[src/rtl/fir_mac_sequencer_pkg.sv]
// Shared types and constants for the time-multiplexed FIR sequencer.
package fir_mac_sequencer_pkg;

  localparam int NTAPS_DEF = 8;
  localparam int DW_DEF    = 16;

  typedef enum logic [1:0] {
    S_IDLE,
    S_MAC,
    S_OUT
  } state_t;

  // Full-precision accumulator: product width plus headroom for NTAPS sums.
  function automatic int acc_width(input int dw, input int ntaps);
    return 2 * dw + $clog2(ntaps);
  endfunction

endpackage

[src/rtl/fir_mac_sequencer_mac.sv]
// Single signed multiplier feeding a clearable, enabled accumulator.
// sum is the combinational next value, so the caller can capture the
// final tap's result on the same edge that commits it.
module fir_mac_sequencer_mac
  import fir_mac_sequencer_pkg::*;
#(
  parameter int DW   = DW_DEF,
  parameter int ACCW = acc_width(DW_DEF, NTAPS_DEF)
)(
  input  logic                   clk,
  input  logic                   rst,
  input  logic                   clr,
  input  logic                   en,
  input  logic signed [DW-1:0]   a,
  input  logic signed [DW-1:0]   b,
  output logic signed [ACCW-1:0] sum
);

  logic signed [ACCW-1:0] acc;
  logic signed [2*DW-1:0] prod;

  assign prod = a * b;
  assign sum  = acc + ACCW'(prod);

  // Accumulator register: clear wins over accumulate.
  always_ff @(posedge clk or posedge rst) begin
    if (rst)      acc <= '0;
    else if (clr) acc <= '0;
    else if (en)  acc <= sum;
  end

endmodule

[src/rtl/fir_mac_sequencer.sv]
// FIR filter sequencer: one MAC walks NTAPS taps per sample.
// Optional macro FIR_MAC_SEQUENCER_SATURATE_EN clamps the output instead
// of wrapping it to DW bits.
module fir_mac_sequencer
  import fir_mac_sequencer_pkg::*;
#(
  parameter  int NTAPS = NTAPS_DEF,
  parameter  int DW    = DW_DEF,
  localparam int AW    = $clog2(NTAPS)
)(
  input  logic                 system1000,
  input  logic                 system1000_rst,
  input  logic signed [DW-1:0] in_data,
  input  logic                 in_valid,
  output logic                 in_ready,
  output logic signed [DW-1:0] out_data,
  output logic                 out_valid,
  input  logic                 out_ready,
  input  logic                 coef_we,
  input  logic [AW-1:0]        coef_addr,
  input  logic signed [DW-1:0] coef_data,
  input  logic                 flush,
  output logic                 busy
);

  localparam int ACCW = acc_width(DW, NTAPS);

  state_t state, nxt;

  logic signed [DW-1:0]   coef  [NTAPS];
  logic signed [DW-1:0]   dline [NTAPS];
  logic [AW-1:0]          wr_ptr, k, rd_idx;
  logic                   last_tap, accept, mac_clr, mac_en;
  logic signed [ACCW-1:0] sum, shifted;
  logic signed [DW-1:0]   result;

  // Newest sample sits at wr_ptr; tap k reads k samples back, modulo NTAPS.
  assign rd_idx   = (wr_ptr >= k) ? wr_ptr - k : wr_ptr - k + AW'(NTAPS);
  assign last_tap = (k == AW'(NTAPS - 1));
  assign shifted  = sum >>> (DW - 1);

`ifdef FIR_MAC_SEQUENCER_SATURATE_EN
  logic fits;
  // In range only when every bit above the DW-bit sign bit matches it.
  assign fits   = (shifted[ACCW-1:DW-1] == {(ACCW-DW+1){shifted[ACCW-1]}});
  assign result = fits ? shifted[DW-1:0]
                : shifted[ACCW-1] ? {1'b1, {(DW-1){1'b0}}}
                                  : {1'b0, {(DW-1){1'b1}}};
`else
  logic [ACCW-DW-1:0] unused_hi;
  assign unused_hi = shifted[ACCW-1:DW];
  assign result    = shifted[DW-1:0];
`endif

  fir_mac_sequencer_mac #(.DW(DW), .ACCW(ACCW)) u_mac (
    .clk (system1000),
    .rst (system1000_rst),
    .clr (mac_clr),
    .en  (mac_en),
    .a   (coef[k]),
    .b   (dline[rd_idx]),
    .sum (sum)
  );

  assign out_valid = (state == S_OUT);

  // State register.
  always_ff @(posedge system1000 or posedge system1000_rst) begin
    if (system1000_rst) state <= S_IDLE;
    else                state <= nxt;
  end

  // Next state and handshake; config writes and flush block acceptance.
  always_comb begin
    nxt      = state;
    in_ready = 1'b0;
    busy     = 1'b1;
    accept   = 1'b0;
    mac_clr  = 1'b0;
    mac_en   = 1'b0;
    case (state)
      S_IDLE: begin
        busy     = 1'b0;
        in_ready = !coef_we && !flush;
        if (in_valid && in_ready) begin
          accept  = 1'b1;
          mac_clr = 1'b1;
          nxt     = S_MAC;
        end
      end
      S_MAC: begin
        mac_en = 1'b1;
        if (last_tap) nxt = S_OUT;
      end
      S_OUT: begin
        if (out_ready) nxt = S_IDLE;
      end
      default: nxt = S_IDLE;
    endcase
  end

  // Coefficients, delay line, tap/write pointers and the output register.
  always_ff @(posedge system1000 or posedge system1000_rst) begin
    if (system1000_rst) begin
      wr_ptr   <= '0;
      k        <= '0;
      out_data <= '0;
      for (int i = 0; i < NTAPS; i++) begin
        coef[i]  <= '0;
        dline[i] <= '0;
      end
    end else begin
      case (state)
        S_IDLE: begin
          if (coef_we && (32'(coef_addr) < NTAPS)) coef[coef_addr] <= coef_data;
          if (flush) begin
            wr_ptr <= '0;
            for (int i = 0; i < NTAPS; i++) dline[i] <= '0;
          end
          if (accept) begin
            dline[wr_ptr] <= in_data;
            k             <= '0;
          end
        end
        S_MAC: begin
          k <= last_tap ? '0 : k + 1'b1;
          if (last_tap) begin
            out_data <= result;
            wr_ptr   <= (wr_ptr == AW'(NTAPS - 1)) ? '0 : wr_ptr + 1'b1;
          end
        end
        default: ;
      endcase
    end
  end

endmodule

[config.mk]
export PLATFORM = sky130hd
export DESIGN_NAME = fir_mac_sequencer
export DESIGN_NICKNAME = d
export VERILOG_FILES = /design/src/rtl/fir_mac_sequencer_pkg.sv /design/src/rtl/fir_mac_sequencer_mac.sv /design/src/rtl/fir_mac_sequencer.sv
export SDC_FILE = /design/constraint.sdc
export NUM_CORES = 1
export LEC_CHECK = 0
export ABC_AREA = 1
export BUFFER_PORTS_ARGS = -buffer_cell sky130_fd_sc_hd__buf_2
export CAP_MARGIN = 20
export CORE_ASPECT_RATIO = 1.1
export CORE_MARGIN = 1.5
export CORE_UTILIZATION = 60
export DETAILED_ROUTE_END_ITERATION = 8
export GPL_TIMING_DRIVEN = 0
export PLACE_DENSITY = 0.88
export SYNTH_ARGS = -nofsm -noshare
export SYNTH_HDL_FRONTEND = slang
export SYNTH_SLANG_ARGS = --single-unit
[constraint.sdc]
create_clock -name system1000 -period 12.75 [get_ports system1000]
set_input_delay 0 -clock system1000 [delete_from_list [all_inputs] [get_ports system1000]]
set_output_delay 0 -clock system1000 [all_outputs]
set_load 0.1 [all_outputs]
==> results.yml <==
logic_synthesis:
  syn_inst: 2947
  postSynth.asyncResetShare: 1.00
  ys.flop_type: "dfrtp_1"
  netlist.area_leader.share: 0.315
  ys_top_cells_by_count: "619 x nand2_1, 528 x inv_1, 311 x dfrtp_1, 286 x fa_1, 283 x o21ai_0"
  synth.avg_cell_area_um2: 8.39
  synth_edf_count: 0
  syn_area_mm2: 0.0247
  synth_cell_types: 50
  synth_seq_cells: 311
  yosys.area.top_type: "dfrtp_1"
  synth.most_common_cell: "nand2_1"
  ys_seq_area_frac: 0.315
  syn_nets: 3374
  synth_area_leaders: "dfrtp_1 31%, fa_1 23%, nand2_1 9.4%"
  synth_warnings: 0
die:
  die_w_um: 197
  core_region_area_mm2: 0.0405
  io_pins: 60
  die_area_mm2: 0.0424
  rows: 77
  start_util: 0.611
  die-height_um: 216
worst_setup_path:
  end_kind: "flop"
  rr_worst_depth: 36
  crit_path_max_incr_delay_ns: 0.84
  reg2reg_from: "k[1]$_DFFE_PP0P_"
  critPathKind: "flop to flop"
  arrival_ns: 9.44
  r2r_setup_slack_ns: 3.75
  crit_start: "k[1]$_DFFE_PP0P_"
  critPathSlowestCell: "fa_1"
  rr_endpoint: "out_data[15]$_DFFE_PP0P_"
  worst_ep_required_time_ns: 13.19
  startpoint_type: "flop"
  critPathMaxFanout: 10
  crit_path_end: "out_data[15]$_DFFE_PP0P_"
clocking:
  cts_setup_buffers: 0
  cts.clk_slew.worst_paths_ns: 0.06
  h-tree-depth: 2
  clockBufferDepth: 3
  clock-sinks: 311
  cts.repair.resized: 0
  cts_tree: "done"
  numCtsBuffers: 34
  hold_buffers: 42
  root_buffer: "clkbuf_16"
  clock_latency_ns: 0.56
layout:
  nFillCells: 3056
  diodes: 0
  syn_to_final_growth_pct: 10.5
  layout-drive-gt1-share: 0.0788
  fin_nets: 3513
place:
  port-buffer-count: 59
  gp_congestion: 0.944
  dp_hpwl_um: 56200
  dp_slack_ns: 3.99
sta:
  setup-tns-final_ns: 0
  finalMaxSlewViolations: 0
  fmax_mhz: 111
  whs_ns: 0.0864
  maxSlewHeadroom: 0.512
  fin_crit_sh: 0.706
  setup_ws_ns: 3.75
  finalSetupViolations: 0
  finClkSkew_ns: 0.0218
  fin_crit_ns: 9.00
  finalHoldViolations: 0
  tightest_slew_ns: 0.730
  rsz0062_at_grt: "no"
worst_hold_path:
  holdCritStartpoint: "coef_we"
  hp-class: "input pin to flop"
grt:
  grt_max_degree: 138
  grt_pass1_wl_um: 119000
  track_usage: 0.361
  grt_pass1_vias: 22600
  grt_overflow: 0
  grt_antenna_before_repair: 0
routing:
  vias: 21800
  drc: 0
  vias_per_cell: 6.02
  drtPass1Iterations: 7
  dr.first_iter.drc_count: 2273
  ant_nets: 0
  routed_wl_um: 73400
  wl_per_cell_um: 20.3
outcome:
  outcome: "finished, final reports clean"
job:
  cap_violations: 0
-- worst min path at each step --
| stage | slack (ns) | cells after the start | to |
|---|---|---|---|
| after global placement | 0.21 | 2 | state[1]$_DFFE_PP0P_ |
| after global routing | 0.11 | 5 | k[1]$_DFFE_PP0P_ |
| after detailed placement | 0.03 | 2 | coef[19]$_DFFE_PP0P_ |
| after CTS | 0.07 | 5 | k[1]$_DFFE_PP0P_ |
| after floorplan | 0.09 | 1 | state[1]$_DFFE_PP0P_ |
| final | 0.09 | 5 | k[2]$_DFFE_PP0P_ |
-- final cells by class --
type,instances,area [um2],area share
buffer,124,607,0.0222
clock inverter,14,176,0.00646
timing repair buffer,103,771,0.0282
sequential,311,7780,0.285
multi-input combinational,1966,14300,0.523
clock buffer,47,991,0.0363
inverter,546,2060,0.0754
tap,513,642,0.0235
-- placed cells by master (no fill, tap or decap), types with 47 or more instances in the layout --
cell / Yosys / layout
a21oi_1: 120 / 120
buf_2: 53 / 112
clkbuf_1: 48 / 53
dfrtp_1: 311 / 311
fa_1: 286 / 286
ha_1: 100 / 100
inv_1: 528 / 527
nand2_1: 619 / 619
nand3_1: 120 / 120
nor2_1: 248 / 248
o21ai_0: 283 / 283
o22ai_1: 47 / 47
-- through the flow --
stage,cells,area (um2),util
after global routing,3624,27300,0.675
after floorplan,2947,24700,-
final,3624,27300,0.675
after detailed placement,3521,25700,0.636
after global placement,3519,25700,0.634
after CTS,3624,27300,0.675
-- per-layer routing --
metal	up-vias	part of all wire	track usage
li1	9445	-	-
met1	10600	0.37	0.455
met2	1438	0.47	0.586
met3	354	0.096	0.0661
met4	0	0.066	0.208
met5	-	0	0
-- logic make-up after synthesis --
kind of cell    share of synthesized area
simple gates                        0.173
flops                               0.315
compound gates                      0.119
buf+inv                             0.108
fa+ha+maj                           0.282
xor+xnor                          0.00390
-- sequential cells by signal, summed over array words and instances, names as in the netlist --
name,count
coef,128
dline,128
k,3
out_data,16
state,2
u_mac.acc,31
wr_ptr,3
-- critical path: cells and delay by family, from the launching register on --
family / cells / cell delay, ns
and+or+nand+nor: 12 / 1.82
AOI/OAI and AO/OA: 3 / 0.29
buffers and inverters: 13 / 2.04
adders and majority gates: 8 / 4.33
DFF: 1 / 0.39
Power is left out: the tool's default activity adds up to more than one toggle a clock period on the data nets, which glitch-free logic cannot reach.
